==> config.mk <==
export PLATFORM = sky130hd
export DESIGN_NAME = bus_arbiter
export DESIGN_NICKNAME = d
export VERILOG_FILES = /design/src/rtl/bus_arbiter.sv
export SDC_FILE = /design/constraint.sdc
export NUM_CORES = 1
export LEC_CHECK = 0
export ABC_AREA = 0
export BUFFER_PORTS_ARGS = -buffer_cell sky130_fd_sc_hd__clkbuf_2
export CAP_MARGIN = 20
export CORE_MARGIN = 8
export CORE_UTILIZATION = 25
export CTS_CLUSTER_SIZE = 12
export DETAILED_ROUTE_END_ITERATION = 7
export GPL_ROUTABILITY_DRIVEN = 0
export PLACE_DENSITY = 0.59
export REMOVE_ABC_BUFFERS = 1
export SLEW_MARGIN = 20
export SYNTH_ARGS = -nofsm -noshare
export SYNTH_HDL_FRONTEND = slang
export SYNTH_SLANG_ARGS = --single-unit
==> constraint.sdc <==
create_clock -name clk -period 1.6 [get_ports clk]
set_input_delay 0.08 -clock clk [delete_from_list [all_inputs] [get_ports clk]]
set_output_delay 0.08 -clock clk [all_outputs]
set_load 0.03 [all_outputs]
==> src/rtl/bus_arbiter.sv <==
// ---------------------------------------------------------------------------
// bus_arbiter
//   Owns the single RAM address/write port and shares it between the CPU
//   data port and the DMA controller. One owner per cycle, decided at each
//   posedge from registered state only, so there is no combinational
//   request-to-grant path.
//
//   Request/grant semantics: a master holds its *_req high for as long as it
//   wants the bus; it owns the bus in any cycle where its *_grant is high and
//   its address/data/we reach the RAM only in those cycles. A request is
//   granted at the earliest in the cycle after it was first sampled high.
//
//   DMA tenure alternates read (phase 0) and write (phase 1) cycles. The bus
//   is only ever handed away from a phase-0 evaluation (DMA dropped its
//   request) or at the end of a write cycle, so a read/write pair is never
//   split.
//
// Ports
//   clk        in   clock, all state on posedge
//   rst        in   asynchronous active-low reset
//   cpu_req    in   CPU wants the bus
//   cpu_addr   in   CPU address
//   cpu_wdata  in   CPU write data
//   cpu_we     in   CPU write enable
//   cpu_grant  out  CPU owns the bus this cycle
//   cpu_stall  out  cpu_req & ~cpu_grant
//   dma_req    in   DMA controller bus request
//   dma_addr   in   DMA address
//   dma_wdata  in   DMA write data
//   dma_we     in   DMA write enable
//   dma_grant  out  DMA owns the bus (DMA controller bus_grant)
//   ram_addr   out  muxed RAM address (0 when idle)
//   ram_wdata  out  muxed RAM write data (0 when idle)
//   ram_we     out  owner's write enable, gated by its grant
// ---------------------------------------------------------------------------
module bus_arbiter #(
  parameter int ADDR_W      = 8,
  parameter int DATA_W      = 8,
  parameter int CPU_QUANTUM = 4,
  parameter int DMA_BURST   = 4
) (
  input  logic              clk,
  input  logic              rst,
  input  logic              cpu_req,
  input  logic [ADDR_W-1:0] cpu_addr,
  input  logic [DATA_W-1:0] cpu_wdata,
  input  logic              cpu_we,
  output logic              cpu_grant,
  output logic              cpu_stall,
  input  logic              dma_req,
  input  logic [ADDR_W-1:0] dma_addr,
  input  logic [DATA_W-1:0] dma_wdata,
  input  logic              dma_we,
  output logic              dma_grant,
  output logic [ADDR_W-1:0] ram_addr,
  output logic [DATA_W-1:0] ram_wdata,
  output logic              ram_we
);

  localparam int CCW = (CPU_QUANTUM > 1) ? $clog2(CPU_QUANTUM) : 1;
  localparam int DCW = (DMA_BURST > 1) ? $clog2(DMA_BURST) : 1;
  localparam logic [CCW-1:0] CPU_LAST = CCW'(CPU_QUANTUM - 1);
  localparam logic [DCW-1:0] DMA_LAST = DCW'(DMA_BURST - 1);

  typedef enum logic [1:0] {
    OWN_NONE = 2'd0,
    OWN_CPU  = 2'd1,
    OWN_DMA  = 2'd2
  } owner_e;

  owner_e         owner_q;
  logic           phase_q;    // DMA tenure: 0 = read cycle, 1 = write cycle
  logic [CCW-1:0] cpu_cnt_q;  // CPU cycles spent while DMA was waiting
  logic [DCW-1:0] dma_cnt_q;  // completed DMA pairs this tenure

  always_ff @(posedge clk or negedge rst) begin
    if (!rst) begin
      owner_q   <= OWN_NONE;
      phase_q   <= 1'b0;
      cpu_cnt_q <= '0;
      dma_cnt_q <= '0;
    end else begin
      case (owner_q)
        OWN_NONE: begin
          // CPU wins a tie from idle.
          if (cpu_req) begin
            owner_q   <= OWN_CPU;
            cpu_cnt_q <= '0;
            dma_cnt_q <= '0;
          end else if (dma_req) begin
            owner_q   <= OWN_DMA;
            phase_q   <= 1'b0;
            cpu_cnt_q <= '0;
            dma_cnt_q <= '0;
          end
        end

        OWN_CPU: begin
          if (!cpu_req) begin
            owner_q   <= dma_req ? OWN_DMA : OWN_NONE;
            phase_q   <= 1'b0;
            cpu_cnt_q <= '0;
            dma_cnt_q <= '0;
          end else if (dma_req && (cpu_cnt_q == CPU_LAST)) begin
            // Quantum used up while DMA waited: hand over.
            owner_q   <= OWN_DMA;
            phase_q   <= 1'b0;
            cpu_cnt_q <= '0;
            dma_cnt_q <= '0;
          end else if (dma_req) begin
            // Only time spent with DMA waiting counts against the quantum.
            cpu_cnt_q <= cpu_cnt_q + CCW'(1);
          end
        end

        OWN_DMA: begin
          if (!phase_q) begin
            if (dma_req) begin
              // Read cycle done; the write cycle must keep the bus.
              phase_q <= 1'b1;
            end else begin
              owner_q   <= cpu_req ? OWN_CPU : OWN_NONE;
              cpu_cnt_q <= '0;
              dma_cnt_q <= '0;
            end
          end else begin
            // End of a write cycle: the pair is complete. A dropped dma_req
            // here is ignored and picked up at the next read-cycle check.
            phase_q <= 1'b0;
            if (cpu_req && (dma_cnt_q == DMA_LAST)) begin
              owner_q   <= OWN_CPU;
              cpu_cnt_q <= '0;
              dma_cnt_q <= '0;
            end else if (dma_cnt_q != DMA_LAST) begin
              dma_cnt_q <= dma_cnt_q + DCW'(1);
            end
          end
        end

        default: begin
          owner_q   <= OWN_NONE;
          phase_q   <= 1'b0;
          cpu_cnt_q <= '0;
          dma_cnt_q <= '0;
        end
      endcase
    end
  end

  // Grants and the RAM mux depend on the registered owner only.
  assign cpu_grant = (owner_q == OWN_CPU);
  assign dma_grant = (owner_q == OWN_DMA);
  assign cpu_stall = cpu_req & ~cpu_grant;

  assign ram_addr  = cpu_grant ? cpu_addr  : (dma_grant ? dma_addr  : '0);
  assign ram_wdata = cpu_grant ? cpu_wdata : (dma_grant ? dma_wdata : '0);
  assign ram_we    = (cpu_grant & cpu_we) | (dma_grant & dma_we);

endmodule

==> run_results.csv, run 1 <==
group,metric,value,unit
global_routing,antenna_found_initial,0,
logic_synthesis,synth_seq_cells,7,
die,fp.dieW,69.18,µm
sta,slew_headroom,0.8115,
logic_synthesis,synthArstFlopShare,1.000,
power_and_ir_drop,powerDensity,1296,nW/µm²
critical_path,cpPeakStageDelay,0.46,ns
global_routing,grt_max_degree,23,
critical_path,required,1.52,ns
final_layout,diodes,0,
drt,drt-wirelength-per-cell,14.72,µm
logic_synthesis,synthesis.area,706.9,µm²
sta,min_period,1.520,ns
power_and_ir_drop,intPower,659.2,µW
final_layout,post-route-util,0.3818,
sta,hold_violations,0,
logic_synthesis,synth.avg_cell_area,9.063,µm²
drt,drt_wl_total,2444,µm
power_and_ir_drop,clkPwrFrac,0.125,
critical_path,cp_slowest_cell,"dfrtp_2",
logic_synthesis,synth_edf_count,0,
die,die_h,69.18,µm
drt,drtPass1Iterations,4,
power_and_ir_drop,combinationalPowerShare,0.688,
sta,tightest_slew,0.2828,ns
final_layout,final_common_cell,"clkbuf_2",
die,io_pins,58,
outcome,status,"finished, final reports clean",
power_and_ir_drop,leakage,0.5709,nW
critical_path,critical_path_class,"reg2out",
logic_synthesis,synth_cell_types,35,
logic_synthesis,synth_seq_area_share,0.2478,
sta,finalSetupViolCount,0,
clock_tree,clock_latency,0.25,ns
sta,max_freq,658.0,MHz
die,core-area,2710,µm²
final_layout,fillerInstances,286,
critical_path,crit_path_end_kind,"output port",
power_and_ir_drop,sequentialPowerShare,0.187,
power_and_ir_drop,power_switching,682.1,µW
critical_path,critPathArrivalTime,1.44,ns
sta,clock_skew,0.0002556,ns
drt,vias_per_cell,5.018,
final_layout,final_cell_mix,"clkbuf_2, a22o_1, a22o_2",
critical_path,cp_max_fo,20,
die,start_util,0.2608,
logic_synthesis,yosys_warnings,0,
drt,drt_iter0_markers,31,
global_routing,grt_pass1_vias,916,
sta,slew_violations,0,
critical_path,crit_chain,"nor2b_2 > buf_12 > and2b_2 > clkbuf_2",
clock_tree,clock-sinks,7,
sta,holdWs,0.2149,ns
logic_synthesis,yosysTopAreaCell,"dfrtp_1",
drt,postRouteAntennaNets,0,
min_path,hold_path.class,"in2async",
logic_synthesis,yosysTopAreaCellShare,0.2478,
critical_path,critPathLaunchType,"register",
placement,io_buffer_count,57,
power_and_ir_drop,swShare,0.5085,
logic_synthesis,syn_inst,78,
global_routing,track_usage,0.1011,
final_layout,regArea,176.4,µm²
final_layout,multi_input_area,452.9,µm²
die,fp.dieArea,4785,µm²
drt,remaining_drc_errors,0,
clock_tree,clk_pin_slew,0.06,ns
final_layout,drive_above_1_share,0.5852,
critical_path,reg2reg_to,"dma_cnt_q[0]$_DFFE_PN0P_",
sta,rsz0062_at_grt,"no",
die,rows,19,
clock_tree,tritoncts,"yes",
critical_path,r2r-start,"dma_cnt_q[0]$_DFFE_PN0P_",
power_and_ir_drop,ir_worst_vdd,735.2,µV
logic_synthesis,synth_flop_cell,"dfrtp_1",
critical_path,cp_top_family,"flip-flops",
flow_run,maxCapViolCount,0,
drt,vias,833,
clock_tree,root_buffer,"clkbuf_4",
clock_tree,cts_buffer_depth,2,
final_layout,nets,176,
critical_path,path_buf_inv,2,
critical_path,r2r_cells,5,
sta,fin_crit_sh,0.9498,
logic_synthesis,synth_area_leaders,"dfrtp_1, a22o_2, a22o_1",
placement,dp_hpwl,1930,µm
critical_path,r2r_slack,0.26,ns
final_layout,area_growth,46.37,%
clock_tree,cts_max_level,1,
global_routing,grt_pass1_wl,4146,µm
clock_tree,numCtsBuffers,3,
global_routing,grt-ovfl-total,0,
[metrics by stage]
step	instance area [µm²]	setup WS, ns	total power [mW]	TNS [ns]	std cells
finish	1035	0.08029	1.341	0	166
global placement	987.2	0.2572	1.154	0	160
global route	1035	0.002198	1.439	0	166
CTS	1026	0.02403	1.354	0	165
detailed placement	987.2	0.1961	1.168	0	160
floorplan	635.6	-0.08680	0.8586	-1.096	70
[synth_stat cells (2+ instances only)]
master   instances
inv_2            2
a22o_1           9
nor2b_1          3
dfrtp_1          7
ha_1             2
a22oi_1          2
nor2_1           5
o21ai_0          4
a22o_2           8
nand2_1          6
buf_2            3
a21oi_1          2
buf_6            3
[timing repair]
action	CTS	global route
hold endpoints to repair	7	0
setup buffers	0	1
endpoints found under the setup margin	17	5
resized for setup	1	1
hold buffers	1	0
[cell families after synthesis]
logic type	count (synthesis)	share of synthesized area
buffers and inverters	10	0.1115
AOI/OAI and AO/OA	34	0.3982
DFF	7	0.2478
adders and majority gates	2	0.03539
and+or+nand+nor	24	0.1947
xor gates and xnor gates	1	0.01239
[metal layers]
layer	global-route usage	vias to the layer above	share of wire
met2	0.1834	31	0.53
li1	-	415	-
met3	0.03863	0	0.081
met1	0.1019	387	0.39
met4	0.03645	0	0
met5	0	-	0
[state kept, by name, summed over array words and instances (netlist names)]
name       flops
dma_cnt_q      2
phase_q        1
owner_q        2
cpu_cnt_q      2
[power groups by stage]
| stage | registers (mW) | logic (mW) | clock network [mW] |
|---|---|---|---|
| after floorplan | 0.255 | 0.603 | 0 |
| after global placement | 0.250 | 0.904 | 0 |
| after detailed placement | 0.251 | 0.917 | 0 |
| after CTS | 0.249 | 0.925 | 0.180 |
| after global routing | 0.255 | 0.993 | 0.190 |
| final | 0.251 | 0.923 | 0.168 |
[how the worst max path moves through the flow]
stage / start / endpoint / slack, ns / depth (start not counted)
6_report: owner_q[1]$_DFFE_PN0P_ / cpu_stall / 0.08 / 4
5_1_grt: owner_q[1]$_DFFE_PN0P_ / cpu_stall / 0.002 / 4
4_1_cts: owner_q[1]$_DFFE_PN0P_ / cpu_stall / 0.02 / 4
3_5_place_dp: owner_q[1]$_DFFE_PN0P_ / owner_q[0]$_DFFE_PN0P_ / 0.20 / 5
3_3_place_gp: owner_q[1]$_DFFE_PN0P_ / owner_q[0]$_DFFE_PN0P_ / 0.26 / 5
2_1_floorplan: owner_q[0]$_DFFE_PN0P_ / ram_addr[0] / -0.09 / 2
[final cells by class]
class	count	area share
clock buffer	4	0.02539
inverter	2	0.009674
tap	31	0.03748
sequential	7	0.1705
multi-input combinational	61	0.4377
timing repair buffer	61	0.3192
Power figures use the tool's default switching activity.
==> run 2, diff against run 1 <==
--- a/config.mk
+++ b/config.mk
@@ -8,7 +8,6 @@
 export ABC_AREA = 0
 export BUFFER_PORTS_ARGS = -buffer_cell sky130_fd_sc_hd__clkbuf_2
 export CAP_MARGIN = 20
-export CORE_MARGIN = 8
 export CORE_UTILIZATION = 25
 export CTS_CLUSTER_SIZE = 12
 export DETAILED_ROUTE_END_ITERATION = 7
==> run 2 against run 1 <==
  * Combinational power decreased by 3.7%
  * Sequential share of layout area is 0.23 points higher
  * Die area fell by 36%
  * Largest cell class unchanged
  * Cell area down 1.3%
  * Final cell count fell by 0.60%
  * Wire length shrank 14%
  * Largest power group unchanged
  * Power is 2.3% lower
  * Setup slack worse by 0.0063 ns
==> run_results.csv, run 2 (synthesis results as in run 1) <==
group,metric,value,unit
outcome,status,"finished, final reports clean",
clock_tree,cts_setup_buffers,0,
power_and_ir_drop,leakage,0.5668,nW
drt,postRouteAntennaNets,0,
sta,max_freq,655.3,MHz
die,fp.dieW,55.18,µm
drt,vias_per_cell,5.170,
sta,slew_violations,0,
flow_run,maxCapViolCount,0,
die,die_h,55.18,µm
clock_tree,root_buffer,"clkbuf_4",
critical_path,cp_max_fo,10,
critical_path,critPathLaunchType,"register",
drt,vias,853,
sta,min_period,1.526,ns
sta,tightest_slew,0.2964,ns
global_routing,track_usage,0.1412,
critical_path,crit_path_end_kind,"output port",
final_layout,area_growth,44.42,%
die,core-area,2567,µm²
sta,slew_headroom,0.8024,
die,io_pins,58,
final_layout,drive_above_1_share,0.5852,
die,rows,18,
final_layout,final_cell_mix,"clkbuf_2, a22o_1, a22o_2",
sta,rsz0062_at_grt,"no",
min_path,hold_path.class,"in2async",
placement,io_buffer_count,57,
drt,remaining_drc_errors,0,
clock_tree,clk_pin_slew,0.06,ns
drt,drt-wirelength-per-cell,12.72,µm
clock_tree,tritoncts,"yes",
power_and_ir_drop,powerDensity,1284,nW/µm²
clock_tree,clock-sinks,7,
critical_path,critical_path_class,"reg2out",
drt,drt_wl_total,2098,µm
final_layout,diodes,0,
placement,dp_hpwl,1693,µm
drt,drt_iter0_markers,14,
die,fp.dieArea,3044,µm²
global_routing,grt-ovfl-total,0,
final_layout,nets,176,
power_and_ir_drop,ir_worst_vdd,602.4,µV
power_and_ir_drop,finalPower,1.311,mW
final_layout,top_regs,"cpu_cnt_q: 2 flops, dma_cnt_q: 2 flops, owner_q: 2 flops",
final_layout,post-route-util,0.3977,
global_routing,grt_max_degree,23,
global_routing,grt_pass1_wl,3001,µm
final_layout,final_common_cell,"clkbuf_2",
sta,fin_crit_sh,0.9538,
die,start_util,0.2753,
global_routing,grt_pass1_vias,749,
global_routing,antenna_found_initial,0,
final_layout,fillerInstances,268,
sta,finalSetupViolCount,0,
clock_tree,clock_latency,0.26,ns
critical_path,required,1.52,ns
drt,drtPass1Iterations,4,
critical_path,critPathArrivalTime,1.45,ns
clock_tree,numCtsBuffers,3,
clock_tree,cts_max_level,1,
sta,hold_violations,0,
sta,clock_skew,0.01022,ns
clock_tree,cts_buffer_depth,2,
run 2: per-stage QoR:
stage	instance area (µm²)	setup slack, ns	instances	setup TNS [ns]	hold WS, ns
after floorplan	635.6	-0.08680	70	-1.096	-0.2156
after global placement	980.9	0.2631	160	0	-0.07004
after detailed placement	980.9	0.1879	160	0	-0.06630
after CTS	1020	0.04588	165	0	0.1927
after global routing	1021	0.002437	165	0	0.2027
final	1021	0.07395	165	0	0.1942
run 2: where the power goes:
group,internal [mW],switching (mW),total (mW)
registers,0.207,0.0481,0.255
logic,0.339,0.550,0.889
clock network,0.0956,0.0717,0.167
total,0.641,0.670,1.31
run 2: path summary, 6_finish.rpt:
path	end	slack, ns	start	cells past startpoint
max	cpu_stall	0.07	owner_q[1]$_DFFE_PN0P_	4
min	cpu_cnt_q[1]$_DFFE_PN0P_	0.19	rst	2
max reg2reg	dma_cnt_q[0]$_DFFE_PN0P_	0.22	dma_cnt_q[0]$_DFFE_PN0P_	5
min reg2reg	dma_cnt_q[1]$_DFFE_PN0P_	0.51	dma_cnt_q[1]$_DFFE_PN0P_	1
max in group asynchronous	owner_q[1]$_DFFE_PN0P_	1.21	rst	2
min in group clk	owner_q[1]$_DFFE_PN0P_	0.23	dma_req	3
run 2: critical path, stage by stage, from the launching register on:
cell	delay (ns)
dfrtp_2	0.47
nor2b_2	0.15
buf_4	0.17
and2b_2	0.22
clkbuf_2	0.18
run 2: repair_timing:
| action | CTS | global route |
|---|---|---|
| hold endpoints to repair | 7 | 0 |
| setup endpoints to repair | 16 | 12 |
| resized for setup | 1 | 1 |
| hold buffers | 1 | 0 |
| pin swaps | 0 | 0 |
run 2: final cells by class:
type / instances / area [µm²] / share of cell area
clock buffer: 4 / 26.28 / 0.02574
inverter: 2 / 10.01 / 0.009804
multi-input combinational: 61 / 452.9 / 0.4436
sequential: 7 / 176.4 / 0.1728
tap: 30 / 37.54 / 0.03676
timing repair buffer: 61 / 317.8 / 0.3113
run 2: routing by layer:
layer | vias up | GRT usage | part of all wire
met5 | - | 0 | 0
met4 | 0 | 0.07083 | 0.0062
met3 | 2 | 0.03279 | 0.10
met2 | 46 | 0.2530 | 0.48
met1 | 394 | 0.1536 | 0.42
li1 | 411 | - | -
